<file path="src/rtl/seven_seg_scanner.sv">
`default_nettype none
// ============================================================================
// seven_seg_scanner : four-digit multiplexed hex driver with frame-synchronous
//                     shadow capture of value/blank/dp. Revision 1.0
// ============================================================================
module seven_seg_scanner #(
  parameter int REFRESH_DIV = 100000
) (
  input  logic        clock,
  input  logic        reset,
  input  logic [15:0] value,
  input  logic [3:0]  blank,
  input  logic [3:0]  dp_in,
  output logic [6:0]  seg,
  output logic        dp,
  output logic [3:0]  an,
  output logic        frame_tick
);

  localparam int CW = $clog2(REFRESH_DIV);
  localparam logic [CW-1:0] CNT_LAST = CW'(REFRESH_DIV - 1);

  logic [CW-1:0] cnt_q, cnt_d;
  logic [1:0]    digit_q, digit_d;
  logic          load_pend_q;
  logic          loaded_q;
  logic [15:0]   sh_value_q;
  logic [3:0]    sh_blank_q, sh_dp_q;
  logic [6:0]    seg_q, seg_d;
  logic          dp_q, dp_d;
  logic [3:0]    an_q, an_d;
  logic          frame_tick_q;
  logic          wrap, load, dark;
  logic [3:0]    nibble;

  function automatic logic [6:0] decode(input logic [3:0] x);
    logic [6:0] s;
    case (x)
      4'h0: s = 7'b1000000;
      4'h1: s = 7'b1111001;
      4'h2: s = 7'b0100100;
      4'h3: s = 7'b0110000;
      4'h4: s = 7'b0011001;
      4'h5: s = 7'b0010010;
      4'h6: s = 7'b0000010;
      4'h7: s = 7'b1111000;
      4'h8: s = 7'b0000000;
      4'h9: s = 7'b0010000;
      4'hA: s = 7'b0001000;
      4'hB: s = 7'b0000011;
      4'hC: s = 7'b1000110;
      4'hD: s = 7'b0100001;
      4'hE: s = 7'b0000110;
      default: s = 7'b0001110;
    endcase
    return s;
  endfunction

  always_comb begin
    wrap    = (cnt_q == CNT_LAST);
    cnt_d   = wrap ? '0 : cnt_q + CW'(1);
    digit_d = digit_q + {1'b0, wrap};
    // Shadows refresh on the 3->0 digit wrap, or once right after reset.
    load    = load_pend_q | (wrap & (digit_q == 2'd3));
    nibble  = sh_value_q[{digit_q, 2'b00} +: 4];
    // First cycle of every slot is dead time to suppress ghosting.
    dark    = (cnt_q == '0) | sh_blank_q[digit_q];
    an_d    = 4'hF;
    seg_d   = 7'h7F;
    dp_d    = 1'b1;
    if (!dark) begin
      an_d  = ~(4'b0001 << digit_q);
      seg_d = decode(nibble);
      dp_d  = ~sh_dp_q[digit_q];
    end
  end

  always_ff @(posedge clock or posedge reset) begin
    if (reset) begin
      cnt_q        <= '0;
      digit_q      <= 2'd0;
      load_pend_q  <= 1'b1;
      loaded_q     <= 1'b0;
      sh_value_q   <= 16'h0000;
      sh_blank_q   <= 4'hF;
      sh_dp_q      <= 4'h0;
      seg_q        <= 7'h7F;
      dp_q         <= 1'b1;
      an_q         <= 4'hF;
      frame_tick_q <= 1'b0;
    end else begin
      cnt_q        <= cnt_d;
      digit_q      <= digit_d;
      load_pend_q  <= 1'b0;
      loaded_q     <= load;
      if (load) begin
        sh_value_q <= value;
        sh_blank_q <= blank;
        sh_dp_q    <= dp_in;
      end
      seg_q        <= seg_d;
      dp_q         <= dp_d;
      an_q         <= an_d;
      // Aligned with the one-clock output lag of the shadow contents.
      frame_tick_q <= loaded_q;
    end
  end

  assign seg        = seg_q;
  assign dp         = dp_q;
  assign an         = an_q;
  assign frame_tick = frame_tick_q;

endmodule
`default_nettype wire

</file>
<file path="config.mk">
export PLATFORM = sky130hd
export DESIGN_NAME = seven_seg_scanner
export DESIGN_NICKNAME = d
export VERILOG_FILES = /design/src/rtl/seven_seg_scanner.sv
export SDC_FILE = /design/constraint.sdc
export NUM_CORES = 1
export LEC_CHECK = 0
export CAP_MARGIN = 15
export CELL_PAD_IN_SITES_DETAIL_PLACEMENT = 0
export CELL_PAD_IN_SITES_GLOBAL_PLACEMENT = 1
export CORE_MARGIN = 5
export CORE_UTILIZATION = 44
export CTS_CLUSTER_DIAMETER = 30
export DETAILED_ROUTE_END_ITERATION = 12
export GPL_ROUTABILITY_DRIVEN = 0
export PLACE_DENSITY = 0.78
export SLEW_MARGIN = 20
export SYNTH_ARGS = -nofsm -noshare
export SYNTH_HDL_FRONTEND = slang
export SYNTH_SLANG_ARGS = --single-unit
</file>
<file path="constraint.sdc">
create_clock -name clock -period 2.6 [get_ports clock]
set_input_delay 0.78 -clock clock [delete_from_list [all_inputs] [get_ports clock]]
set_output_delay 0.78 -clock clock [all_outputs]
set_load 0.02 [all_outputs]
</file>
# Yosys cells after proc, flatten, opt, wreduce, memory -nomap -nowiden
# Memories as Yosys holds them, arrays and structs flattened.
# Index checks and enable logic that the tools add are counted.
# op_classes
n_addsub	2
n_lt_le_gt_ge	1
n_eq_ne	2
n_shift	2
n_mux	8
n_bitwise	5
reduce_logical	1
# op_table
operator	n
17-bit by 1-bit adder with 17-bit output, second input constant	1
17-bit == test, second input constant	1
17-bit zero test	1
17-bit two-way mux	1
16-bit by 5-bit variable part select with 4-bit output	1
7-bit two-way mux	1
1-bit binary-select mux with 2-bit select	2
4-bit two-way mux	1
4-bit NOT	1
1-bit by 2-bit left shift with 4-bit output, first input constant	1
2-bit by 3-bit < comparator with 1-bit output, second input constant	1
1-bit two-way mux	3
2-bit by 1-bit adder with 2-bit output	1
2-bit == test, second input constant	1
1-bit bitwise OR	2
1-bit AND	1
1-bit NOT	1
# totals
regBits	58
mem_bits_ro	112
output_inout_bits	13
elab_cells	33
mem_count	1
# memory_table
memory	depth	width	rd	rd_ports_with_merged_regs	write_ports	line	text
(name not given)	16	7	1	0	0	38	case (x)

# Depth between registers and ports, before layout
# logic_depth
word_depth	4
ltp_mapped	9
mapped_depth_nobuf	8

# Worst setup path before layout
# No wires, ideal clock.
# synth_timing
path_type	reg2reg
startpoint	reg digit_q[0]
endpoint	reg seg_q[0] (netlist: seg[0])
setup_time_ps	79
arrival_time_ps	2015
t_required_ps	2521
path_slack_ps	506
path_stages_with_launch	10
path_buffers	1
period_less_slack_ps	2094
cell_sequence	dfrtp_1 > buf_2 > mux4_2 > inv_1 > ha_1 > inv_1 > mux2i_1 > o221ai_1 > o21a_1 > o21ai_0
# synth_between
elab_chain_len	4
# synth_lines
item	line	text
from (decl)	24	logic [1:0] digit_q, digit_d;
from (signal assigned)	93	digit_q <= digit_d;
parallel branches: the longest is 3 deep, another holds memory 16 x 7 bit	n/a	
7-bit two-way mux (*)	71	if (!dark) begin
named net seg_d[0]	29	logic [6:0] seg_q, seg_d;
to (signal assigned)	101	seg_q <= seg_d;
to (decl)	29	
# Mark *: on every way through the listed nets, which the timed path passes. The select of a mux whose other input is x is not followed.
# A chain may end at the register's enable or synchronous reset.

# Worst setup path after layout
# layout_timing
startpoint	reg an_q[2] (netlist: an[2])
endpoint	out an[2]
# layout_lines
item	line	text
from (decl)	31	logic [3:0] an_q, an_d;
from (signal assigned)	103	an_q <= an_d;
to (decl)	16	output logic [3:0] an,
# No word-level cell between the ends.

==> flow_summary.toml <==
[worst_setup_path]
reg2reg_from = "digit_q[0]"
worst_setup_path_start_kind = "flip-flop"
arrival_ns = 1.45
cp-end-kind = "output port"
r2r_end = "seg[0]"
crit_slowest_cell = "clkdlybuf4s50_1"
max_stage_delay_ns = 0.59
regToRegSetupSlack_ns = 0.44
path_cells = "clkdlybuf4s50_1"
crit_start = "an[2]"
cpLargestDelayFamily = "buffers and inverters"
crit_fanout = 1
rr_worst_depth = 8
cp.required_ns = 1.82
setup.worst_path.class = "flip-flop to output port"
crit_buf_inv = 1

[timing]
min_period_over_period_pct = 85.8
final.min_clock_period_ns = 2.23
fmax_mhz = 448
fin_setup_tns_ns = 0
report.final.slew_viol_count = 0
fin_ws_ns = 0.369
setup_viol = 0
hold_violations = 0
whs_ns = 0.359
fin_skew_ns = 0.00903
rsz0062_at_grt = "no"

[synthesis]
async_reset_ff_share_pct = 100
netlist_area_sq_um = 2840
synth_edf_count = 0
post_synth_num_cell_types = 38
postSynthCellCount = 225
ys_ff_latch = 58
yosysSeqAreaShare_pct = 51.9
syn-num-nets = 260
synth_area_per_cell_sq_um = 12.6
ys_warn_count = 0
ys.flop_type = "dfrtp_1"

[status]
status = "finished, final reports clean"

[floorplan]
start_util_pct = 44.9
die_w_um = 90.3
fp.dieH_um = 90.3
design.core.area_sq_um = 6310
io_pins = 39
die-area_sq_um = 8150
rows = 29

[drt]
vias_per_cell = 5.12
first_iter_violations = 55
wl_met2_um = 2410
ant_nets = 0
wl_per_cell_um = 14.6
top_layer_used = "met4"
vias = 1819
drcViolationCount = 0
firstDrtPassIters = 4
met3_length_um = 300
wl_met1_um = 2350
routed_wl_um = 5170

[min_path]
hp-start = "loaded_q"
min_to = "frame_tick"
hp-class = "flip-flop to flip-flop"
whs_path_depth = 0

[cts]
clk_pin_slew_ns = 0.07
cts_buffers = 9
clock_sinks = 58
clockBufferDepth = 2
holdBufCountCts = 0
clock_latency_ns = 0.33
root_buffer = "clkbuf_8"
cts_resized = 0
cts-htree-levels = 3
postCtsSetupBuffers = 0
cts_tree = "yes"

[cells_and_area]
stdcell_count = 355
area_growth_pct = 24.6
layout_common_cells = "41 x dfrtp_1, 38 x clkdlybuf4s50_1, 19 x mux2_4"
fillCellCount = 543
diodes = 0
fin_nets = 308
drive_above_1_share_pct = 26.3
final_common_cell = "dfrtp_1"

[pwr]
switchingPower_mw = 0.530
vdd_drop_max_mv = 0.389
power.density_nw_per_um2 = 617
combPwrFrac_pct = 14.4
switching_share_pct = 24.3
static-leakage-power_nw = 1.53
intPower_mw = 1.65
sequentialPowerShare_pct = 46.6
p_clk_share_pct = 39.0

[global_route]
grt_overflow = 0
grt_pass1_vias = 1913
grt_pass1_wl_um = 8980
grt_max_degree = 59
grtUsageTotal_pct = 13.7
antenna_found_initial = 0

[placement]
io_buffers = 38
dp_slack_ns = 0.485
dp.cells = 339
dpl.hpwl_um = 3600

[flow_run]
cap_violations = 0
==> cell usage after synthesis (4+ instances only) <==
| library cell | number | share of area (%) |
|---|---|---|
| dfrtp_1 | 41 | 36 |
| mux2_4 | 19 | 10 |
| dfstp_2 | 17 | 16 |
| nand2_1 | 17 | 2.2 |
| nor2_1 | 13 | 1.7 |
| inv_1 | 12 | 1.6 |
| ha_1 | 9 | 4.0 |
| mux2i_1 | 9 | 3.2 |
| xnor2_1 | 9 | 2.8 |
| nand3_1 | 8 | 1.4 |
| xor2_1 | 8 | 2.5 |
| mux2_2 | 7 | 2.8 |
| nor3_1 | 7 | 1.2 |
| o211ai_1 | 6 | 1.6 |
| mux4_2 | 4 | 3.2 |
| o21ai_0 | 4 | 0.71 |
==> worst max-delay path by stage <==
| stage | endpoint | slack [ns] | cells past startpoint |
|---|---|---|---|
| floorplan | cnt_q[0] | 0.42 | 1 |
| global placement | sh_value_q[11] | 0.51 | 7 |
| detailed placement | seg[0] | 0.48 | 8 |
| CTS | an[2] | 0.34 | 1 |
| global route | seg[0] | 0.19 | 8 |
| finish | an[2] | 0.37 | 1 |
==> sequential cells by signal (all words and copies together), names as in the netlist <==
signal / flops
frame_tick: 1
sh_dp_q: 4
load_pend_q: 1
loaded_q: 1
dp: 1
sh_value_q: 16
an: 4
cnt_q: 17
sh_blank_q: 4
seg: 7
digit_q: 2
==> power by group through the flow <==
stage	clock, mW	combinational [mW]	sequential, mW
2_1_floorplan	0	0.175	1.05
4_1_cts	0.872	0.318	1.02
6_report	0.851	0.315	1.02
5_1_grt	0.910	0.345	1.02
3_5_place_dp	0	0.316	1.03
3_3_place_gp	0	0.314	1.03
==> cells by family (layout without fill, tap and decap cells) <==
group | after synthesis | after routing | share of synthesized area [%]
and+or+nand+nor | 62 | 62 | 11.2
adders and majority gates | 9 | 9 | 3.97
muxes | 39 | 39 | 19.2
AOI/OAI and AO/OA | 19 | 19 | 5.12
other | 1 | 1 | 0.132
xor gates and xnor gates | 17 | 17 | 5.25
buffers and inverters | 20 | 73 | 3.31
DFF | 58 | 58 | 51.9
==> per-layer routing <==
layer	track usage [%]	vias to the layer above
met5	0	-
met4	6.82	0
met3	3.67	13
met2	20.9	44
met1	17.9	884
li1	-	878
==> stage by stage <==
| stage | util, % | area [sq um] | power [mW] |
|---|---|---|---|
| finish | 56.0 | 3540 | 2.18 |
| global route | 56.0 | 3540 | 2.28 |
| global placement | 52.8 | 3330 | 1.34 |
| CTS | 56.0 | 3540 | 2.21 |
| floorplan | - | 2840 | 1.23 |
| detailed placement | 52.8 | 3330 | 1.35 |
==> layout make-up <==
| class | count | area, sq um | share of cell area, % |
|---|---|---|---|
| inverters | 12 | 45.0 | 1.27 |
| clock inverters | 4 | 50.0 | 1.42 |
| repair buffers | 45 | 445 | 12.6 |
| well taps | 77 | 96.3 | 2.72 |
| multi-input cells | 147 | 1270 | 36.0 |
| flip-flops and latches | 58 | 1470 | 41.6 |
| clock buffers | 12 | 155 | 4.39 |
Note: power is estimated with default switching activity, not from simulation.
